[config.mk]
export PLATFORM = sky130hd
export DESIGN_NAME = iterative_shift_ctrl_flat
export DESIGN_NICKNAME = d
export VERILOG_FILES = /design/src/rtl/iterative_shift_ctrl_if.sv /design/src/rtl/iterative_shift_ctrl.sv /design/src/flat_wrapper.sv
export SDC_FILE = /design/constraint.sdc
export NUM_CORES = 1
export LEC_CHECK = 0
export CELL_PAD_IN_SITES_DETAIL_PLACEMENT = 1
export CELL_PAD_IN_SITES_GLOBAL_PLACEMENT = 1
export CORE_MARGIN = 4
export CORE_UTILIZATION = 35
export CTS_CLUSTER_DIAMETER = 30
export CTS_CLUSTER_SIZE = 30
export DETAILED_ROUTE_END_ITERATION = 7
export GPL_TIMING_DRIVEN = 0
export PLACE_DENSITY = 0.81
export SLEW_MARGIN = 20
export SYNTH_ARGS = -nofsm -noshare
export SYNTH_HDL_FRONTEND = slang
export SYNTH_SLANG_ARGS = --single-unit
export TNS_END_PERCENT = 50
[constraint.sdc]
create_clock -name clock -period 3 [get_ports clock]
set_input_delay 0.6 -clock clock [delete_from_list [all_inputs] [get_ports clock]]
set_output_delay 0.6 -clock clock [all_outputs]
set_load 0.01 [all_outputs]
[src/rtl/iterative_shift_ctrl_if.sv]
//------------------------------------------------------------------------------
// iterative_shift_ctrl_if : start/ready handshake bundle for the shift unit
// Revision: 1.0
//------------------------------------------------------------------------------
`default_nettype none

interface iterative_shift_ctrl_if #(
  parameter int WIDTH   = 32,
  parameter int SHAMT_W = 5
);
  logic               ctrl_start;
  logic               ctrl_op;
  logic [SHAMT_W-1:0] ctrl_shamt;
  logic [WIDTH-1:0]   data_operandA;
  logic [WIDTH-1:0]   data_result;
  logic               data_resultRDY;
  logic               busy;

  modport master (
    output ctrl_start, ctrl_op, ctrl_shamt, data_operandA,
    input  data_result, data_resultRDY, busy
  );

  modport slave (
    input  ctrl_start, ctrl_op, ctrl_shamt, data_operandA,
    output data_result, data_resultRDY, busy
  );
endinterface

`default_nettype wire

[src/rtl/iterative_shift_ctrl.sv]
//------------------------------------------------------------------------------
// iterative_shift_ctrl : multicycle SLL/SRA, one bit position per clock
// Revision: 1.0
//------------------------------------------------------------------------------
`default_nettype none

module iterative_shift_ctrl #(
  parameter int WIDTH   = 32,
  parameter int SHAMT_W = 5
) (
  input  wire logic            clock,
  input  wire logic            reset,
  iterative_shift_ctrl_if.slave bus
);

  typedef enum logic [1:0] {
    IDLE  = 2'd0,
    SHIFT = 2'd1,
    DONE  = 2'd2
  } state_t;

  state_t             r_state;
  logic [WIDTH-1:0]   r_shreg;
  logic [SHAMT_W-1:0] r_count;
  logic               r_op;
  logic               r_rdy;
  logic               r_busy;

  assign bus.data_result    = r_shreg;
  assign bus.data_resultRDY = r_rdy;
  assign bus.busy           = r_busy;

  always_ff @(posedge clock or negedge reset) begin
    if (!reset) begin
      r_state <= IDLE;
      r_shreg <= '0;
      r_count <= '0;
      r_op    <= 1'b0;
      r_rdy   <= 1'b0;
      r_busy  <= 1'b0;
    end else begin
      case (r_state)
        IDLE, DONE: begin
          // DONE accepts a start directly so back-to-back ops lose no cycle
          r_rdy <= 1'b0;
          if (bus.ctrl_start) begin
            r_shreg <= bus.data_operandA;
            r_count <= bus.ctrl_shamt;
            r_op    <= bus.ctrl_op;
            r_state <= SHIFT;
            r_busy  <= 1'b1;
          end else begin
            r_state <= IDLE;
            r_busy  <= 1'b0;
          end
        end
        SHIFT: begin
          if (r_count != '0) begin
            if (r_op)
              r_shreg <= {r_shreg[WIDTH-1], r_shreg[WIDTH-1:1]};
            else
              r_shreg <= {r_shreg[WIDTH-2:0], 1'b0};
            r_count <= r_count - SHAMT_W'(1);
          end else begin
            r_state <= DONE;
            r_busy  <= 1'b0;
            r_rdy   <= 1'b1;
          end
        end
        default: begin
          r_state <= IDLE;
          r_busy  <= 1'b0;
          r_rdy   <= 1'b0;
        end
      endcase
    end
  end

endmodule

`default_nettype wire

[src/flat_wrapper.sv]
// flat-port wrapper written by rule: the top's interface ports become plain ports
module iterative_shift_ctrl_flat 
#(
  parameter int WIDTH   = 32,
  parameter int SHAMT_W = 5
)
  (clock, reset, bus_ctrl_start, bus_ctrl_op, bus_ctrl_shamt, bus_data_operandA, bus_data_result, bus_data_resultRDY, bus_busy);
  iterative_shift_ctrl_if #(.WIDTH(WIDTH), .SHAMT_W(SHAMT_W)) bus_i ();
  input  wire logic clock;
  input  wire logic reset;
  input wire logic [$bits(bus_i.ctrl_start)-1:0] bus_ctrl_start;
  input wire logic [$bits(bus_i.ctrl_op)-1:0] bus_ctrl_op;
  input wire logic [$bits(bus_i.ctrl_shamt)-1:0] bus_ctrl_shamt;
  input wire logic [$bits(bus_i.data_operandA)-1:0] bus_data_operandA;
  output wire logic [$bits(bus_i.data_result)-1:0] bus_data_result;
  output wire logic [$bits(bus_i.data_resultRDY)-1:0] bus_data_resultRDY;
  output wire logic [$bits(bus_i.busy)-1:0] bus_busy;
  assign bus_i.ctrl_start = bus_ctrl_start;
  assign bus_i.ctrl_op = bus_ctrl_op;
  assign bus_i.ctrl_shamt = bus_ctrl_shamt;
  assign bus_i.data_operandA = bus_data_operandA;
  assign bus_data_result = bus_i.data_result;
  assign bus_data_resultRDY = bus_i.data_resultRDY;
  assign bus_busy = bus_i.busy;
  iterative_shift_ctrl #(.WIDTH(WIDTH), .SHAMT_W(SHAMT_W)) u_core (.clock(clock), .reset(reset), .bus(bus_i));
endmodule
==> key figures <==
Run status
  • Status: completed

Synth
  • Post-Syn Area: 2540 µm²
  • Top_reg_cell synth: dfrtp_1
  • Synth top area share: 0.405
  • Top cell type by total area after synthesis: dfrtp_1
  • Async SR Flop Fraction: 1.00
  • Avg Cell Area, Syn: roughly 13 µm²
  • Register area share after synthesis: 0.405
  • Number of synthesized flops with an enable pin: 0
  • Synth warn: 0
  • Area contributors post-synth: dfrtp_1 (40%), mux2_2 (28%), mux2_4 (16%), a211oi_1 (2.1%), mux2i_1 (1.2%)
  • Synth Instances: 192
  • Syn_nets: ~230
  • Synth unique cells: 33
  • Number of synthesized register bits: 41

Power
  • Clock power frac: 0.105
  • Sw Share: 0.333
  • Sequential power share: 0.263
  • LEAKAGE: 1.51 nW
  • VDD IR max: between 400 and 500 µV
  • Net switching power: between 1 and 1.5 mW
  • Int Pwr: 2.94 mW
  • Power per Cell Area: 1250 nW/µm²
  • Power share of the combinational group: 0.631

Routing
  • DR iter-0 viols: 52
  • Max Used Layer: met4
  • Met2 routed wirelength: 3010 µm
  • Met1 wire length: 2820 µm
  • Post-route ant nets: 0
  • DR DRC count: 0
  • Vias: 1,841
  • DRT Wirelength: 6290 µm
  • Vias/cell: 4.96
  • Drt pass-1 iters: 4
  • Met3 Routed Length: 402 µm
  • Routed wire per std cell: 17.0 µm

Finish
  • Final Cell Area: 3540 µm²
  • Filler instances: 742
  • ANT cells: 0
  • Syn-to-layout area delta: 39.4%
  • Share of cells above drive strength 1: 0.411
  • Final net count: between 300 and 400
  • Final Non-Filler Cells: 371

Critical path
  • RR Startpoint: u_core.r_count[0]$_DFFE_PN0P_
  • Worst path max stage delay: 440 ps
  • Critical path, cell by cell: inv_1, ha_1, or4b_1, buf_2, a21oi_4, inv_4, buf_8, mux2_4
  • WP data arrival: 2410 ps
  • Number of buffers and inverters on the critical path: 4
  • CP endpoint kind: flip-flop
  • R2R Path End: u_core.bus.data_result[5]$_DFFE_PN0P_
  • Data required time of the worst path: between 3000 and 4000 ps
  • Reg2reg setup slack: 760 ps
  • Reg2reg path depth: 8
  • Crit path launch type: flip-flop
  • Worst-path maximum fanout: 10
  • CP top delay family: buffers and inverters
  • Setup CP Type: flip-flop to flip-flop
  • CP max stage cell: or4b_1

STA
  • Final hold violation count: 0
  • Clk_skew: 7.27 ps
  • Max_slew headroom: 0.575
  • Fin Setup TNS: 0 ps
  • RSZ-0062 raised after global routing: false
  • Final setup vio count: 0
  • Fin. max-slew vios: 0
  • Worst Max-Slew Pin Slew: 638 ps
  • Period utilization: 0.745
  • Final Critical Period: 2240 ps
  • Max Fclk: around 0.45 GHz

Floorplanning
  • Die width: around 93 µm
  • Die height: about 93 µm
  • Total die area: a little under 9000 µm²
  • Top Ports: 75
  • Initial cell density of the core: 0.367
  • Core Rows: 30
  • Placeable Area: 6910 µm²

GRT
  • Initial antenna violation count: 0
  • GRT Total Usage: 0.154
  • Vias in the first global route: about 2,000
  • First-pass GRT wire length: roughly 11,000 µm
  • Gr ovfl total: 0
  • Pin count of the biggest net entering global routing: 23

Job
  • Max cap viols: 0

Placed design
  • Hpwl dp: slightly below 5000 µm
  • Placed cell areas: approximately 3400 µm²
  • Placed Cells incl. Taps: 363
  • Final RePlAce weighted congestion: 0.730
  • Port Buffer Count: 74

CTS
  • Clock Path Buffers: 2
  • Clock tree sinks: between 40 and 50
  • Post_cts resized: 0
  • CTS tree: yes
  • H-tree Lvls: 2
  • Setup bufs post-CTS: 0
  • Worst-skew pair later-pin latency: between 200 and 300 ps
  • Total CTS buffers: 5
  • Worst-path clk slew: 80 ps
  • Hold Buf Count CTS: 0
  • CTS root buf: clkbuf_8

Worst hold path
  • Worst min path class: primary input to asynchronous set/reset pin
[sequential cells by signal, indices dropped and copies added (netlist names)]
signal	cells
u_core.bus.busy	1
u_core.bus.data_result	32
u_core.r_op	1
u_core.r_state	1
u_core.bus.data_resultRDY	1
u_core.r_count	5
[stage by stage]
step | util | setup slack (ps) | hold slack, ps | power (mW)
global route | 0.512 | 663 | 281 | 4.73
global placement | 0.492 | 134 | 465 | 3.90
finish | 0.512 | 764 | 269 | 4.41
CTS | 0.512 | 731 | 284 | 4.49
detailed placement | 0.495 | 672 | 483 | 4.00
floorplan | - | 985 | 304 | 3.09
[area by class of cell]
class	count	area, µm²	share of cell area
Multi-Input combinational cell	131	1400	0.395
Sequential cell	41	1030	0.290
Timing Repair Buffer	75	763	0.216
Tap cell	96	120	0.0340
Clock buffer	7	86.3	0.0244
Buffer	13	85.1	0.0241
Clock inverter	1	30.0	0.00849
Inverter	7	28.8	0.00814
[cell usage after synthesis, types with 2 or more instances]
cell type,number
a211oi_1,7
a21oi_1,2
buf_2,4
buf_8,2
clkbuf_1,4
dfrtp_1,41
inv_1,6
mux2_2,63
mux2_4,27
mux2i_1,3
nand2_1,4
nand2b_1,2
nor2_1,2
nor2b_1,2
o21ai_0,4
or2_2,2
[power by group through the flow]
stage                     Sequential, mW  Combinational, mW  Clock (mW)
after global placement              1.16               2.75           0
final                               1.16               2.78       0.464
after global routing                1.21               3.00       0.513
after floorplan                     1.19               1.90           0
after detailed placement            1.17               2.83           0
after CTS                           1.17               2.84       0.481
[layout by cell type, fill, tap and decap left out, types with 2 or more instances in the layout]
master | netlist | final
a211oi_1 | 7 | 7
a21oi_1 | 2 | 2
buf_2 | 4 | 5
buf_8 | 2 | 2
clkbuf_1 | 4 | 5
clkbuf_8 | 0 | 6
clkdlybuf4s50_1 | 0 | 73
dfrtp_1 | 41 | 41
inv_1 | 6 | 6
mux2_2 | 63 | 63
mux2_4 | 27 | 27
mux2i_1 | 3 | 3
nand2_1 | 4 | 4
nand2b_1 | 2 | 2
nor2_1 | 2 | 2
nor2b_1 | 2 | 2
o21ai_0 | 4 | 4
or2_2 | 2 | 2
[logic make-up (layout without fill, tap and decap cells)]
kind of cell / count (synthesis) / count (layout) / synth area share
DFF: 41 / 41 / 0.405
and+or+nand+nor: 19 / 19 / 0.0439
adders and majority gates: 1 / 1 / 0.00493
muxes: 93 / 93 / 0.451
buffers and inverters: 20 / 103 / 0.0449
AOI/OAI and AO/OA: 18 / 18 / 0.0503
[routing by layer]
metal / vias up / track usage
met5: - / 0
met3: 6 / 0.0426
li1: 861 / -
met4: 0 / 0.0366
met2: 55 / 0.250
met1: 919 / 0.203
[worst max-delay path by stage]
stage                                              from  cells past startpoint                                     end
after floorplan           u_core.r_count[0]$_DFFE_PN0P_                      8  u_core.bus.data_result[10]$_DFFE_PN0P_
after global placement                            reset                      1  u_core.bus.data_result[11]$_DFFE_PN0P_
after detailed placement                 bus_ctrl_start                      7  u_core.bus.data_result[27]$_DFFE_PN0P_
after CTS                 u_core.r_count[0]$_DFFE_PN0P_                      8   u_core.bus.data_result[5]$_DFFE_PN0P_
after global routing      u_core.r_count[0]$_DFFE_PN0P_                      8  u_core.bus.data_result[27]$_DFFE_PN0P_
final                     u_core.r_count[0]$_DFFE_PN0P_                      8   u_core.bus.data_result[5]$_DFFE_PN0P_
No activity file was read; power rests on OpenSTA's default activity.
